## config.mk

```make
export PLATFORM = sky130hd
export DESIGN_NAME = button_bounce_gen
export DESIGN_NICKNAME = d
export VERILOG_FILES = /design/src/rtl/button_bounce_gen.sv
export SDC_FILE = /design/constraint.sdc
export NUM_CORES = 1
export LEC_CHECK = 0
export ABC_CLOCK_PERIOD_IN_PS = 4520
export CORE_MARGIN = 2
export CORE_UTILIZATION = 30
export CTS_CLUSTER_SIZE = 24
export DETAILED_ROUTE_END_ITERATION = 16
export DONT_BUFFER_PORTS = 1
export PLACE_DENSITY_LB_ADDON = 0.3
export SYNTH_ARGS = -nofsm -noshare
export SYNTH_HDL_FRONTEND = slang
export SYNTH_SLANG_ARGS = --single-unit
```

## constraint.sdc

```tcl
create_clock -name clk -period 4.52 [get_ports clk]
set_input_delay 0.226 -clock clk [delete_from_list [all_inputs] [get_ports clk]]
set_output_delay 0.226 -clock clk [all_outputs]
set_load 0.01 [all_outputs]
```

## src/rtl/button_bounce_gen.sv

```systemverilog
// button_bounce_gen: emulates a bouncing push-button driven by a 16-bit Galois LFSR.
module button_bounce_gen #(
  parameter int          BOUNCE_CYCLES = 200,
  parameter int          HOLD_MIN      = 4,
  parameter int          SETTLE_CYCLES = 100,
  parameter logic [15:0] LFSR_SEED     = 16'hACE1
) (
  input  logic       clk,
  input  logic       rst,
  input  logic       i_start,
  input  logic       i_level,
  output logic       o_btn,
  output logic       o_busy,
  output logic       o_done,
  output logic [7:0] o_toggle_cnt
);
  localparam int BW = BOUNCE_CYCLES > 1 ? $clog2(BOUNCE_CYCLES) : 1;
  localparam int HW = HOLD_MIN > 1 ? $clog2(HOLD_MIN) : 1;
  localparam int SW = SETTLE_CYCLES > 1 ? $clog2(SETTLE_CYCLES) : 1;
  localparam logic [15:0] SEED = LFSR_SEED == 16'h0 ? 16'hACE1 : LFSR_SEED;
  localparam logic [BW-1:0] B_LAST = BW'(BOUNCE_CYCLES - 1);
  localparam logic [HW-1:0] H_LAST = HW'(HOLD_MIN - 1);
  localparam logic [SW-1:0] S_LAST = SW'(SETTLE_CYCLES - 1);
  // SAME is the unbusy cycle between latching an unchanged level and DONE
  typedef enum logic [2:0] {IDLE, SAME, BOUNCE, SETTLE, DONE} state_t;
  state_t        state;
  logic [15:0]   lfsr;
  logic [15:0]   lfsr_next;
  logic          target;
  logic          flip;
  logic [BW-1:0] bounce_cnt;
  logic [HW-1:0] hold_cnt;
  logic [SW-1:0] settle_cnt;
  assign lfsr_next = {1'b0, lfsr[15:1]} ^ (lfsr[0] ? 16'hB400 : 16'h0000);
  assign flip      = hold_cnt == H_LAST && lfsr[0];
  always_ff @(posedge clk) begin
    if (rst) begin
      state        <= IDLE;
      lfsr         <= SEED;
      target       <= 1'b0;
      o_btn        <= 1'b0;
      o_busy       <= 1'b0;
      o_done       <= 1'b0;
      o_toggle_cnt <= 8'd0;
      bounce_cnt   <= '0;
      hold_cnt     <= '0;
      settle_cnt   <= '0;
    end else begin
      case (state)
        IDLE: begin
          o_done <= 1'b0;
          if (i_start) begin
            target       <= i_level;
            o_toggle_cnt <= 8'd0;
            bounce_cnt   <= '0;
            hold_cnt     <= '0;
            state        <= i_level == o_btn ? SAME : BOUNCE;
            o_busy       <= i_level != o_btn;
          end
        end
        SAME: begin
          state  <= DONE;
          o_busy <= 1'b1;
          o_done <= 1'b1;
        end
        BOUNCE: begin
          lfsr       <= lfsr_next;
          bounce_cnt <= bounce_cnt + 1'b1;
          if (bounce_cnt == B_LAST) begin
            state      <= SETTLE;
            o_btn      <= target;
            settle_cnt <= '0;
          end else if (flip) begin
            o_btn    <= ~o_btn;
            hold_cnt <= '0;
            if (o_toggle_cnt != 8'hFF) o_toggle_cnt <= o_toggle_cnt + 8'd1;
          end else if (hold_cnt != H_LAST) begin
            hold_cnt <= hold_cnt + 1'b1;
          end
        end
        SETTLE: begin
          settle_cnt <= settle_cnt + 1'b1;
          if (settle_cnt == S_LAST) begin
            state  <= DONE;
            o_done <= 1'b1;
          end
        end
        DONE: begin
          state  <= IDLE;
          o_busy <= 1'b0;
          o_done <= 1'b0;
        end
        default: state <= IDLE;
      endcase
    end
  end
endmodule
```

## Word level (Yosys, flattened, before mapping)

Index checks and enable logic that the tools add are counted.

| word-level totals | value |
|---|---|
| input port bits | 4 |
| register bits | 48 |
| logic and storage cells | 76 |
| output and inout bits | 11 |

| operators by class | value |
|---|---|
| reductions and logical operators | 17 |
| add/subtract/negate cells | 4 |
| bitwise operators | 2 |
| equal/unequal tests | 18 |
| multiplexer cells | 25 |

Operators with widths:

| operator | number |
|---|---|
| 2-to-1 mux 8 bit | 4 |
| one-hot mux 8 bit (2 select lines) | 2 |
| adder 8 x 1 -> 8 bit (second input constant) | 2 |
| 2-to-1 mux 16 bit | 1 |
| XOR 15 x 16 -> 16 bit | 1 |
| != test 2 bit (second input constant) | 7 |
| one-hot mux 7 bit (2 select lines) | 1 |
| one-hot mux 3 bit (4 select lines) | 1 |
| AND reduction 2 bit | 6 |
| 2-to-1 mux 2 bit | 5 |
| 2-to-1 mux 3 bit | 3 |
| == test 8 bit (second input constant) | 1 |
| != test 8 bit (second input constant) | 1 |
| adder 7 x 1 -> 7 bit (second input constant) | 1 |
| == test 7 bit (second input constant) | 1 |
| 2-to-1 mux 7 bit | 1 |
| == test 3 x 2 -> 1 bit (second input constant) | 2 |
| one-hot mux 1 bit (3 select lines) | 2 |
| nonzero test 2 bit | 3 |
| nonzero test 3 bit | 2 |
| AND reduction 5 bit | 1 |
| 2-to-1 mux 1 bit | 4 |
| one-hot mux 2 bit (2 select lines) | 1 |
| AND reduction 4 bit | 1 |
| other kinds (12) | 12 |

## Logic depth before layout (Yosys ltp)

| logic depth | value |
|---|---|
| depth after elaboration | 5 |
| depth in mapped cells | 7 |
| gate-level depth less buffers | 5 |

## Least setup slack after synthesis

OpenSTA, ideal clock, no wires.

| timing | value |
|---|---|
| path type | register to register |
| start | register bounce_cnt[0] |
| end | register o_toggle_cnt[7] |
| slack | 2.870 ns |
| stages on the path, launching flop included | 7 |
| arrival time | 1.549 ns |
| clock period less this slack | 1.650 ns |
| cell sequence | dfxtp_1 > ha_1 > and4_1 > clkbuf_1 > a21oi_2 > nand3_1 > o41ai_1 |

| between the ends | value |
|---|---|
| word-level cells in the longest chain between the ends | 3 |

RTL lines:

| what | line | text |
|---|---|---|
| from (decl) | 31 | `logic [BW-1:0] bounce_cnt;` |
| from (signal assigned) | 68 | `bounce_cnt <= bounce_cnt + 1'b1;` |
| == test 8 bit | 69 | `if (bounce_cnt == B_LAST) begin` |
| != test 2 bit (no line) | n/a |  |
| AND reduction 5 bit (no line) | n/a |  |
| to (signal assigned) | 76 | `if (o_toggle_cnt != 8'hFF) o_toggle_cnt <= o_toggle_cnt + 8'd1;` |
| to (decl) | 15 | `output logic [7:0] o_toggle_cnt` |

Every way passes these cells.
A chain may end at the register's enable or synchronous reset.

## Worst setup path in the final report

| timing | value |
|---|---|
| start | register state[1] |
| end | register bounce_cnt[7] |

| between the ends | value |
|---|---|
| word-level cells in the longest chain between the ends | 3 |

RTL lines:

| what | line | text |
|---|---|---|
| from (decl) | 26 | `state_t state;` |
| from (signal assigned) | 57 | `state <= i_level == o_btn ? SAME : BOUNCE;` |
| == test 3 x 2 -> 1 bit or logical NOT 3 bit (tied branches) | 49 | `case (state)` |
| nonzero test 2 bit (no line) or != test 2 bit (tied branches) | n/a |  |
| AND reduction 2 bit (no line) | n/a |  |

Parallel ways exist; a longest one is shown, timed or not.

==> PnR_summary.wiki <==
{| class="wikitable"
! Metric !! Value
|-
| Result of the run || complete, no violations
|-
| Power share of the combinational group || 12.3%
|-
| List of cells traversed by the critical path || or3b_1, or4_1, a21oi_1
|-
| Number of max-slew violations in the final report || 0
|-
| Power density over the cells || 341.8 nW/um^2
|-
| Max clock buf depth || 2
|-
| Primary flip-flop cell chosen by synthesis mapping || dfxtp_1
|-
| Clock buffer count from CTS || 5
|-
| Static leakage || 0.8080 nW
|-
| Worst slack on hold paths || 20.11 ps
|-
| Total wire length || 5081 um
|-
| Worst-case register-to-register setup slack || 2240 ps
|-
| DR DRC count || 0
|-
| Total overflow reported by the global router || 0
|-
| Nature of the critical path endpoint || register
|-
| Minimum clock period after layout || 2277 ps
|-
| Slowest cell on the critical path || or3b_1
|-
| Pin slew with the least headroom to its limit || 1039 ps
|-
| Worst slew margin || 30.70%
|-
| Clock tree from TritonCTS || done
|-
| Hold path start || rst
|-
| Combined area of all synthesized cells || 2280 um^2
|-
| Share of power burned in registers || 55.7%
|-
| Average cell area after synthesis || 8.290 um^2
|-
| Share of synthesized area occupied by flip-flops and latches || 42.15%
|-
| Area occupied by multi-input gates || 1225 um^2
|-
| Wire length of the first global-routing pass || 8763 um
|-
| Max-capacitance violation count || 0
|-
| Leading cell types by total area after synthesis || dfxtp_1 42%, nand2_1 7.2%, a21oi_1 5.9%, nand3_1 3.7%, o311ai_0 3.1%
|-
| Fmax || 439.2 MHz
|-
| Number of global-route vias before repair || 1767
|-
| Class of the tightest hold or removal check || in -> reg
|-
| FF/Latch Area || 960.9 um^2
|-
| GRT Util Overall || 12.85%
|-
| Flip-flop and latch count after synthesis || 48
|-
| Setup skew after layout || 5.138 ps
|-
| Pre-CTS WS || 2236 ps
|-
| Number of filler cells placed in the layout || 805
|-
| DIE AREA || 8312 um^2
|-
| Layout overhead on the synthesized area || 7.300%
|-
| Nets@finish || 273
|-
| Synthesis Warnings || 0
|-
| Height of the chip || 91.17 um
|-
| Via count || 1968
|-
| Switching part of the total power || 27.41%
|-
| Routed wirelength normalized by instance count || 13.92 um
|-
| CP Max Fanout || 33
|-
| Via density per instance || 5.392
|-
| Post-Synthesis Net Count || 283
|-
| Crit path setup slack, layout || 2243 ps
|-
| Number of levels the H-tree was split into || 2
|-
| P_sw || 0.0002292 W
|-
| Post-Route Utilization || 33.55%
|-
| Clock latency at the later pin of the worst-skew pair || 300 ps
|-
| Top-Level Pins || 15
|-
| Async S/R FF share, synth || 0%
|-
| Data arrival time of the critical path || 2510 ps
|-
| Number of detailed-routing iterations run before antenna repair || 4
|-
| Clock slew seen by the registers of the worst setup and hold paths || 80 ps
|-
| Leading post-synthesis cells by instance count || 48 x dfxtp_1, 44 x nand2_1, 27 x a21oi_1
|-
| Kind of start point of the critical path || register
|-
| Floorplan die width || 91.17 um
|-
| Remaining number of nets flagged by the antenna check after routing || 0
|-
| Capturing point of the worst reg2reg path || bounce_cnt[7]
|-
| Start-to-end type of the worst setup path || reg -> reg
|-
| Number of antenna violations at the first check in global routing || 0
|-
| Endpoint of the worst hold-timing path || o_toggle_cnt[3]
|-
| Ratio of cells with drive above 1 in the final layout || 6.015%
|-
| Port-buffer cells || 0
|-
| Crit. Startpoint || state[1]
|-
| Largest voltage drop on the vdd net || 0.0001133 V
|-
| Total internal power || 0.0006068 W
|-
| Setup repair after global routing missed its margin || false
|-
| Std-Cell Core Area || 7292 um^2
|-
| Standard-cell rows || 31
|-
| Dominant cell by count in the synthesized netlist || dfxtp_1
|-
| EDFF count, synth || 0
|-
| Crit Reg-Reg Startpoint || state[1]
|-
| Starting DRT DRC Count || 110
|-
| Unique masters post-synth || 50
|-
| Hold Violations, Final || 0
|-
| Number of instances resized during post-cts repair || 0
|-
| Cell depth of the worst min-delay path || 1
|-
| Fraction of power consumed by the clock network || 32.0%
|-
| DPL Wire Length || 3177 um
|-
| Starting density of the core || 31.26%
|-
| Largest net degree at the start of global routing || 34
|-
| Aggregate negative setup slack || 0 ps
|-
| Final Cycle Share || 50.37%
|-
| CP max stage delay || 820 ps
|-
| Number of setup violations in the final report || 0
|-
| Number of cell instances on the worst register-to-register path || 3
|-
| Antenna fix cells || 0
|-
| Fraction of synthesized cell area taken by the top area cell type || 42.15%
|-
| Cell area after placement || 2332 um^2
|-
| Worst endpoint required time || 4750 ps
|-
| Root Buffer || clkbuf_8
|-
| RD Place Congestion || 0.7752
|-
| Total number of clock tree sinks || 48
|-
| Cell taking the most area after synthesis || dfxtp_1
|-
| Design Area, Final || 2446 um^2
|-
| Synth Instances || 275
|}
## registers in the layout, indices dropped and copies added (netlist names)
| signal | count |
|---|---|
| o_btn | 1 |
| hold_cnt | 2 |
| target | 1 |
| lfsr | 16 |
| o_busy | 1 |
| o_toggle_cnt | 8 |
| state | 3 |
| settle_cnt | 7 |
| o_done | 1 |
| bounce_cnt | 8 |
## final cells by class
type                       instances  area share (%)
sequential                        48           39.28
clock inverter                     1          0.3069
timing repair buffer               2           1.125
inverter                           4          0.6138
multi-input combinational        204           50.08
tap                               99           5.064
clock buffer                       7           3.529
## cell usage in the layout, fill, tap and decap left out, types with 2 or more instances in the layout
cell type | synthesis | routed
a211oi_1 | 3 | 3
inv_1 | 3 | 3
and4_1 | 4 | 4
xnor2_1 | 4 | 4
mux2_2 | 2 | 2
nor2_1 | 17 | 17
nand2_1 | 44 | 44
a31oi_1 | 4 | 4
nand4_1 | 3 | 3
nand3b_1 | 2 | 2
ha_1 | 4 | 4
nor2b_1 | 2 | 2
a311oi_1 | 3 | 3
nand3_1 | 17 | 17
clkbuf_8 | 0 | 6
o32ai_1 | 3 | 3
nor4b_1 | 2 | 2
nor3_1 | 4 | 4
or4_1 | 4 | 4
a21oi_1 | 27 | 27
o21a_1 | 3 | 3
o311ai_0 | 8 | 8
or4b_1 | 2 | 2
and3_1 | 2 | 2
and2_1 | 3 | 3
o41ai_1 | 5 | 5
o21ai_0 | 11 | 11
dfxtp_1 | 48 | 48
o211ai_1 | 3 | 3
## cells by family (layout without fill, tap and decap cells)
family,count (synthesis),count (layout),synth area share [%]
XOR/XNOR,4,4,1.537
multiplexers,2,2,0.9879
adder cells (fa/ha/maj),4,4,2.195
flip-flops,48,48,42.15
buffers and inverters,23,14,4.116
AND/OR/NAND/NOR,114,114,25.63
AO/OA/AOI/OAI,80,80,23.38
## critical path: cells and delay by family (launching register included)
kind | cells | cell delay (ps)
compound gates | 1 | 160
flops | 1 | 570
simple gates | 2 | 1470
## worst max-delay path by stage
stage / endpoint / slack, ps / cells after the start
3_5_place_dp: settle_cnt[0] / 2240 / 4
2_1_floorplan: o_toggle_cnt[7] / 2870 / 6
6_report: bounce_cnt[7] / 2240 / 3
4_1_cts: settle_cnt[0] / 2230 / 4
5_1_grt: bounce_cnt[7] / 2060 / 3
3_3_place_gp: settle_cnt[0] / 2260 / 4
## metal layers
metal | track usage, % | vias up | share of wire, %
met2 | 19.01 | 21 | 45
li1 | - | 1002 | -
met1 | 18.10 | 941 | 51
met3 | 3.237 | 4 | 3.0
met4 | 4.545 | 0 | 0.93
met5 | 0 | - | 0
## stage by stage
stage                     cells  power [W]
after global routing        365  0.0008867
after global placement      356  0.0005701
final                       365  0.0008360
after detailed placement    356  0.0005720
after floorplan             275  0.0005553
after CTS                   365  0.0008462
## power by group through the flow
stage | clock network, W | logic [W] | registers [W]
after global placement | 0 | 0.0000954 | 0.000475
final | 0.000268 | 0.000103 | 0.000465
after floorplan | 0 | 0.0000913 | 0.000464
after global routing | 0.000298 | 0.000119 | 0.000470
after detailed placement | 0 | 0.0000965 | 0.000475
after CTS | 0.000277 | 0.000103 | 0.000466
## timing repair
action,CTS,global route
setup buffers,0,0
hold buffers,1,0
hold endpoints to repair,30,0
Power figures use the tool's default switching activity.
